**src/rtl/instruction_fetch.sv**
```systemverilog
// instruction_fetch: PC owner and IF/ID register with valid/ready handoff, redirect/flush and halt.
// Ports:
//   Clock, Reset_n                   rising-edge clock, async active-low reset
//   Instruction_Add                  word address to instruction memory (the PC)
//   Instruction, Exit                combinational memory read data and end-of-program flag
//   Redirect, Redirect_Target        taken branch/jump and its word-address target
//   Id_Ready                         decode accepts the held instruction this cycle
//   If_Valid, If_Instruction, If_Pc  IF/ID register contents
//   Halted                           fetch stopped at end of program
//   Fetch_Count                      instructions captured since reset
module instruction_fetch #(
    parameter logic [31:0] RESET_PC  = 32'd0,
    parameter int          MEM_WORDS = 32
) (
    input  logic        Clock,
    input  logic        Reset_n,
    output logic [31:0] Instruction_Add,
    input  logic [31:0] Instruction,
    input  logic        Exit,
    input  logic        Redirect,
    input  logic [31:0] Redirect_Target,
    input  logic        Id_Ready,
    output logic        If_Valid,
    output logic [31:0] If_Instruction,
    output logic [31:0] If_Pc,
    output logic        Halted,
    output logic [31:0] Fetch_Count
);
    typedef enum logic {RUN, HALT} state_t;

    state_t      state, state_d;
    logic [31:0] pc;
    logic        end_hit, slot_free, run, fire;

    assign Instruction_Add = pc;
    assign end_hit         = Exit | (pc >= 32'(MEM_WORDS));
    assign slot_free       = !If_Valid | Id_Ready;
    assign run             = state == RUN;
    assign fire            = run & !Redirect & !end_hit & slot_free;

    always_ff @(posedge Clock or negedge Reset_n)
        if (!Reset_n) state <= RUN;
        else          state <= state_d;

    always_comb
        state_d = Redirect                      ? RUN  :
                  (run & end_hit & slot_free)   ? HALT : state;

    always_comb
        Halted = state == HALT;

    always_ff @(posedge Clock or negedge Reset_n) begin
        if (!Reset_n) begin
            pc             <= RESET_PC;
            If_Valid       <= 1'b0;
            If_Instruction <= '0;
            If_Pc          <= '0;
            Fetch_Count    <= '0;
        end else if (Redirect) begin
            pc       <= Redirect_Target;
            If_Valid <= 1'b0;
        end else if (run & end_hit) begin
            // with no free slot the halt decision waits and the held word stays put
            if (slot_free) If_Valid <= 1'b0;
        end else if (fire) begin
            If_Instruction <= Instruction;
            If_Pc          <= pc;
            If_Valid       <= 1'b1;
            pc             <= pc + 32'd1;
            Fetch_Count    <= Fetch_Count + 32'd1;
        end else if (If_Valid & Id_Ready) begin
            If_Valid <= 1'b0;
        end
    end
endmodule

```
**config.mk**
```make
export PLATFORM = sky130hd
export DESIGN_NAME = instruction_fetch
export DESIGN_NICKNAME = d
export VERILOG_FILES = /design/src/rtl/instruction_fetch.sv
export SDC_FILE = /design/constraint.sdc
export NUM_CORES = 1
export LEC_CHECK = 0
export ABC_AREA = 1
export CELL_PAD_IN_SITES_DETAIL_PLACEMENT = 1
export CELL_PAD_IN_SITES_GLOBAL_PLACEMENT = 2
export CORE_UTILIZATION = 35
export DETAILED_ROUTE_END_ITERATION = 7
export DONT_BUFFER_PORTS = 1
export PLACE_DENSITY = 0.88
export SLEW_MARGIN = 30
export SYNTH_ARGS = -nofsm -noshare
export SYNTH_HDL_FRONTEND = slang
export SYNTH_SLANG_ARGS = --single-unit
export TNS_END_PERCENT = 20
```
**constraint.sdc**
```tcl
create_clock -name Clock -period 1.6 [get_ports Clock]
set_input_delay 0.24 -clock Clock [delete_from_list [all_inputs] [get_ports Clock]]
set_output_delay 0.24 -clock Clock [all_outputs]
set_load 0.01 [all_outputs]
```
==> metrics.log, run 1 <==
[metrics] cell chain of the critical path: nor2_1 > nand2_1 > nor2_2 > nand4_1 > buf_6 > buf_16 > nand3_1 > nand2_1
[metrics] failing checks: negative hold slack, negative setup slack
[metrics] Worst Path Max Fanout: 13
[metrics] number of DRC markers after the initial detailed-route iteration: 262
[metrics] Area growth syn-to-layout: 43.8%
[metrics] final weighted congestion of routability-driven global placement: between 0.8 and 0.9
[metrics] Final Skew: roughly 0.014 ns
[metrics] area occupied by multi-input gates: 2550 µm²
[metrics] power per standard cell area: 897 nW/µm²
[metrics] highest cell delay on the worst timing path: 0.41 ns
[metrics] residual overflow from global routing: 0
[metrics] per-cell via count in the routed design: 4.97
[metrics] Filler cells: 1976
[metrics] later-pin clock latency in the skew report: ~0.43 ns
[metrics] TritonCTS clock tree: built
[metrics] number of global-route vias before repair: ~6300
[metrics] post-synthesis area per instance: 7.74 µm²
[metrics] area enclosed by the die boundary: about 17000 µm²
[metrics] Crit path top cell by count: nand2_1
[metrics] count of yosys warnings during synthesis: 0
[metrics] required time at the worst-slack endpoint: about 1.9 ns
[metrics] overall fraction of global-route tracks in use: 24.5%
[metrics] top achievable clock speed: just under 600 MHz
[metrics] worst vdd ir: 0.700 mV
[metrics] final worst-path cycle share: 105%
[metrics] antenna violations before repair: 0
[metrics] DR DRC count: 0
[metrics] Max clock buf depth: 2
[metrics] first-pass detailed-route iteration total: 5
[metrics] kind of launch point of the worst setup path: register
[metrics] count of clock tree sinks: 130
[metrics] via count of the routed design: 5791
[metrics] Syn Nets: 839
[metrics] number of endpoints with negative hold slack in the final report: 130
[metrics] layout cell share with drive strength beyond 1: a little under a fifth
[metrics] worst hold-check path type: in -> async
[metrics] number of failing setup endpoints in the final timing report: 109
[metrics] Maximum Capacitance Violations: 0
[metrics] placed cell count: between 1000 and 1500
[metrics] run status: finished, violations left
[metrics] Final TNS setup: -2.92 ns
[metrics] Reg clk slew, reported paths: 0.07 ns
[metrics] setup repair after global routing missed its margin: true
[metrics] pins over their slew limit: 0
[metrics] FF+latch area: roughly 3300 µm²
[metrics] post-synthesis cell type count: 20
[metrics] sequential cell area fraction in the yosys report: 54.8%
[metrics] global-route wire length before repair: 33.1 mm
[metrics] Detail Placement HPWL: 12.7 mm
[metrics] buffers added on ports: 0
[metrics] post-layout worst setup margin: -0.0872 ns
[metrics] leakage component of the power: 4.33 nW
[metrics] slowest library cell on the worst path: dfrtp_1
[metrics] number of standard-cell rows in the floorplan: 47
[metrics] Critical Path Sink Type: register
[metrics] I/O Pins: a little under 200
[metrics] die span in x: 132 µm
[metrics] total of hold buffers inserted after clock tree synthesis: 83
[metrics] number of buffers created by CTS: 17
[metrics] post-layout instance count excluding filler cells: ~1200
[metrics] highest-count cells in the layout ignoring fill and taps: nand2_1, dfrtp_1, nor2_1, dlygate4sd3_1, buf_4
[metrics] shortest clock period the worst path allows after layout: 1.69 ns
[metrics] CP Class: reg -> reg
[metrics] cell count after synthesis: approximately 770
[metrics] pin count of the biggest net entering global routing: 131
[metrics] floorplan core area: 16600 µm²
[metrics] antenna diode count: 0
[metrics] Post-layout nets: 1004
[metrics] number of H-tree branching levels: 4
[metrics] pre-CTS setup slack: -0.0870 ns
[metrics] post-synthesis cell area: 5940 µm²
[metrics] worst slew slack as a fraction of its limit: around two thirds
[metrics] worst-margin pin slew: ~0.53 ns
[metrics] post-detailed-route wirelength per cell: between 15 and 20 µm
[metrics] endpoint arrival time on the critical path: 1.98 ns
[metrics] post-route antenna net violation count: 0
[metrics] flops & latches, synth: 130
[metrics] DIE HEIGHT: 132 µm
[metrics] routed wire length: 22.7 mm
[metrics] tightest hold margin: -0.486 ns
[metrics] commonest non-fill, non-tap cell in the layout: nand2_1
[metrics] Starting Density: 35.8%
[metrics] master cell of the clock root buffer: clkbuf_16
critical path, delay by kind of cell (launching register included):
kind	cells	cell delay (ns)
AND/OR/NAND/NOR	6	0.75
buffers and inverters	2	0.38
flip-flops	1	0.41
path summary, 6_finish.rpt:
check,slack (ns),cells past startpoint,to,from
max in group asynchronous,1.92,0,If_Pc[2]$_DFFE_PN0P_,Reset_n
min in group Clock,0.03,3,Instruction_Add[0]$_DFFE_PN0P_,Redirect
hold reg to reg,0.55,2,If_Pc[15]$_DFFE_PN0P_,If_Pc[15]$_DFFE_PN0P_
setup / recovery,-0.09,8,Instruction_Add[29]$_DFFE_PN0P_,Instruction_Add[20]$_DFFE_PN0P_
setup reg to reg,-0.09,8,Instruction_Add[29]$_DFFE_PN0P_,Instruction_Add[20]$_DFFE_PN0P_
hold / removal,-0.49,0,If_Pc[8]$_DFFE_PN0P_,Reset_n
kinds of logic (layout without fill, tap and decap cells):
family                   after synthesis  in the layout  synth area share [%]
AO/OA/AOI/OAI                         14             14                  1.18
XOR/XNOR                              18             18                  2.66
adder cells (fa/ha/maj)                3              3                 0.632
buffers and inverters                 72            250                  5.33
flip-flops                           130            130                  54.8
AND/OR/NAND/NOR                      530            530                  35.4
layout make-up:
class | count | share of cell area [%]
timing repair buffer | 174 | 20.4
clock buffer | 18 | 5.03
sequential | 130 | 38.1
inverter | 44 | 2.13
tap | 220 | 3.23
clock inverter | 14 | 1.23
multi-input combinational | 565 | 29.9
metal layers:
layer	GRT usage [%]	vias to the layer above	wire [µm]
met2	44.3	200	12100
met4	12.5	0	763
met5	0	-	0
met3	6.50	59	1310
met1	26.3	2864	8490
li1	-	2668	-
report_power, final:
group          switching [W]  internal [W]
logic               0.000290      0.000308
registers          0.0000900       0.00337
clock network        0.00161       0.00199
total                0.00199       0.00567
state kept, by name (all words and copies together), names as in the netlist:
register         count
If_Valid             1
If_Instruction      32
Instruction_Add     32
Halted               1
Fetch_Count         32
If_Pc               32
synthesized netlist by cell type, drive strengths merged:
library cell,n,share of area [%]
a21oi,1,0.084
buf,24,2.3
clkbuf,4,0.25
dfrtp,130,55
ha,3,0.63
inv,44,2.8
nand2,379,24
nand3,38,3.3
nand3b,15,1.9
nand4,1,0.11
nor2,97,6.1
o21ai,13,1.1
xnor2,7,1.0
xor2,11,1.6
what timing repair did:
| action | CTS | global route |
|---|---|---|
| gates resized for setup | 13 | 55 |
| buffers inserted | 6 | 2 |
| endpoints found under the setup margin | 118 | 130 |
| pin swaps | 2 | 8 |
| gates cloned | 2 | 6 |
| hold endpoints to repair | 190 | 130 |
per-stage QoR:
step                      utilization [%]  instance area (µm²)  total power, W
after floorplan                         -                 5940         0.00369
after global placement               40.3                 6680         0.00383
after detailed placement             40.3                 6680         0.00385
after CTS                            49.3                 8180         0.00758
after global routing                 51.5                 8530         0.00789
final                                51.5                 8530         0.00765
Power figures use the tool's default switching activity.
==> run 2, diff against run 1 <==
--- a/config.mk
+++ b/config.mk
@@ -8,6 +8,7 @@
 export ABC_AREA = 1
 export CELL_PAD_IN_SITES_DETAIL_PLACEMENT = 1
 export CELL_PAD_IN_SITES_GLOBAL_PLACEMENT = 2
+export CORE_MARGIN = 3
 export CORE_UTILIZATION = 35
 export DETAILED_ROUTE_END_ITERATION = 7
 export DONT_BUFFER_PORTS = 1
==> metrics.log, run 2 (synthesized netlist as in run 1, its figures left out) <==
[metrics] first-pass detailed-route iteration total: 4
[metrics] worst slew slack as a fraction of its limit: about 66%
[metrics] DIE HEIGHT: about 140 µm
[metrics] post-detailed-route wirelength per cell: 17.4 µm
[metrics] endpoint arrival time on the critical path: 1.90 ns
[metrics] worst-margin pin slew: 0.515 ns
[metrics] TritonCTS clock tree: built
[metrics] Reg clk slew, reported paths: 0.06 ns
[metrics] met3 routing resource usage after global routing: 6.88%
[metrics] later-pin clock latency in the skew report: about 0.42 ns
[metrics] Max clock buf depth: 2
[metrics] Worst Path Max Fanout: 47
[metrics] CP Class: reg -> reg
[metrics] worst vdd ir: between 0.6 and 0.7 mV
[metrics] number of DRC markers after the initial detailed-route iteration: 193
[metrics] Crit path top cell by count: nand2_1
[metrics] Final Skew: roughly 0.014 ns
[metrics] commonest non-fill, non-tap cell in the layout: nand2_1
[metrics] met2 routing resource usage after global routing: 38.6%
[metrics] number of failing setup endpoints in the final timing report: 1
[metrics] per-cell via count in the routed design: 4.81
[metrics] total of hold buffers inserted after clock tree synthesis: 59
[metrics] Area growth syn-to-layout: 37.1%
[metrics] most used routing layer: met2
[metrics] highest cell delay on the worst timing path: 0.38 ns
[metrics] kind of launch point of the worst setup path: register
[metrics] shortest clock period the worst path allows after layout: 1.60 ns
[metrics] fraction of met1 tracks used by global routing: 24.3%
[metrics] number of global-route vias before repair: around 6200
[metrics] buffers added on ports: 0
[metrics] Starting Density: 36.6%
[metrics] required time at the worst-slack endpoint: between 1.5 and 2 ns
[metrics] global-route wire length before repair: roughly 31 mm
[metrics] Critical Path Sink Type: register
[metrics] area enclosed by the die boundary: 18600 µm²
[metrics] antenna diode count: 0
[metrics] residual overflow from global routing: 0
[metrics] number of standard-cell rows in the floorplan: 46
[metrics] failing checks: negative hold slack, negative setup slack
[metrics] routed wire length: 19.8 mm
[metrics] slowest library cell on the worst path: dfrtp_1
[metrics] master cell of the clock root buffer: clkbuf_16
[metrics] run status: finished, violations left
[metrics] count of clock tree sinks: 130
[metrics] via count of the routed design: 5459
[metrics] die span in x: between 100 and 150 µm
[metrics] I/O Pins: 199
[metrics] kind of cell adding the most delay to the critical path: simple AND/OR/NAND/NOR gates
[metrics] pin count of the biggest net entering global routing: 131
[metrics] setup repair after global routing missed its margin: true
[metrics] top achievable clock speed: ~620 MHz
[metrics] layout cell share with drive strength beyond 1: 16.3%
[metrics] number of endpoints with negative hold slack in the final report: 130
[metrics] highest-count cells in the layout ignoring fill and taps: nand2_1, dfrtp_1, nor2_1, buf_4, dlygate4sd3_1
[metrics] worst hold-check path type: in -> async
[metrics] final weighted congestion of routability-driven global placement: 0.803
[metrics] power per standard cell area: ~960 nW/µm²
[metrics] Maximum Capacitance Violations: 0
[metrics] number of buffers created by CTS: 17
[metrics] post-placement cell area: 6710 µm²
[metrics] post-layout worst setup margin: -0.00109 ns
[metrics] number of H-tree branching levels: 4
[metrics] Post-layout nets: between 900 and 1000
[metrics] Detail Placement HPWL: 13.0 mm
[metrics] antenna violations before repair: 0
[metrics] overall fraction of global-route tracks in use: a little over a fifth
[metrics] tightest hold margin: -0.485 ns
[metrics] overall power after layout: between 0.007 and 0.008 W
[metrics] cell chain of the critical path: nor2_1 > nand3_1 > nor2_2 > nand4_1 > buf_4 > nand2_1 > nand2_1
[metrics] pins over their slew limit: 0
[metrics] Buffers & Inverters on Critical Path: 1
[metrics] final worst-path cycle share: 100%
[metrics] final non-filler cell area: between 8000 and 9000 µm²
[metrics] leakage component of the power: 4.25 nW
[metrics] floorplan core area: 16200 µm²
[metrics] DR DRC count: 0
[metrics] post-route antenna net violation count: 0
## run 2: metal layers
| metal | wire length (µm) | share of wire (%) | vias to the layer above |
|---|---|---|---|
| li1 | - | - | 2611 |
| met1 | 7860 | 40 | 2660 |
| met2 | 10300 | 52 | 162 |
| met3 | 1260 | 6.4 | 26 |
| met4 | 334 | 1.7 | 0 |
| met5 | 0 | 0 | - |
## run 2: cell type report
type | instances | area [µm²]
Fill cell | 1943 | 8090
Sequential cell | 130 | 3260
Multi-Input combinational cell | 565 | 2470
Timing Repair Buffer | 148 | 1390
Clock buffer | 20 | 447
Tap cell | 216 | 270
Inverter | 44 | 178
Clock inverter | 11 | 131
## run 2: where the power goes
group	switching, W	internal, W	leakage [nW]
Clock	0.00150	0.00234	0.273
Combinational	0.000254	0.000266	2.36
Sequential	0.0000708	0.00337	1.61
## run 2: worst paths after layout
check | slack [ns] | end | cells after the start | startpoint
setup reg to reg | -0.001 | If_Instruction[27]$_DFFE_PN0P_ | 7 | Instruction_Add[6]$_DFFE_PN0P_
min in group Clock | 0.04 | If_Valid$_DFFE_PN0P_ | 3 | Id_Ready
setup / recovery | -0.001 | If_Instruction[27]$_DFFE_PN0P_ | 7 | Instruction_Add[6]$_DFFE_PN0P_
hold reg to reg | 0.55 | If_Pc[12]$_DFFE_PN0P_ | 2 | If_Pc[12]$_DFFE_PN0P_
max in group asynchronous | 1.87 | Fetch_Count[10]$_DFFE_PN0P_ | 0 | Reset_n
hold / removal | -0.49 | Fetch_Count[31]$_DFFE_PN0P_ | 0 | Reset_n
## run 2: what timing repair did
action / 4_1_cts / 5_1_grt
pin swaps: 2 / 10
endpoints found under the hold margin: 190 / 130
cloned: 1 / 3
setup endpoints to repair: 92 / 129
buffers inserted: 3 / 1
resized for setup: 6 / 37
## run 2: per-stage QoR
stage / setup WS, ns / setup TNS (ns) / utilization [%] / std cells / hold WS, ns
floorplan: 0.0598 / 0 / - / 767 / -0.0556
CTS: -0.00765 / -0.0331 / 48.9 / 1131 / -0.507
detailed placement: -0.0300 / -0.389 / 41.3 / 1037 / -0.0526
global placement: 0.0177 / 0 / 41.3 / 1037 / -0.0526
finish: -0.00109 / -0.00109 / 50.1 / 1134 / -0.485
global route: -0.109 / -5.89 / 50.1 / 1134 / -0.507
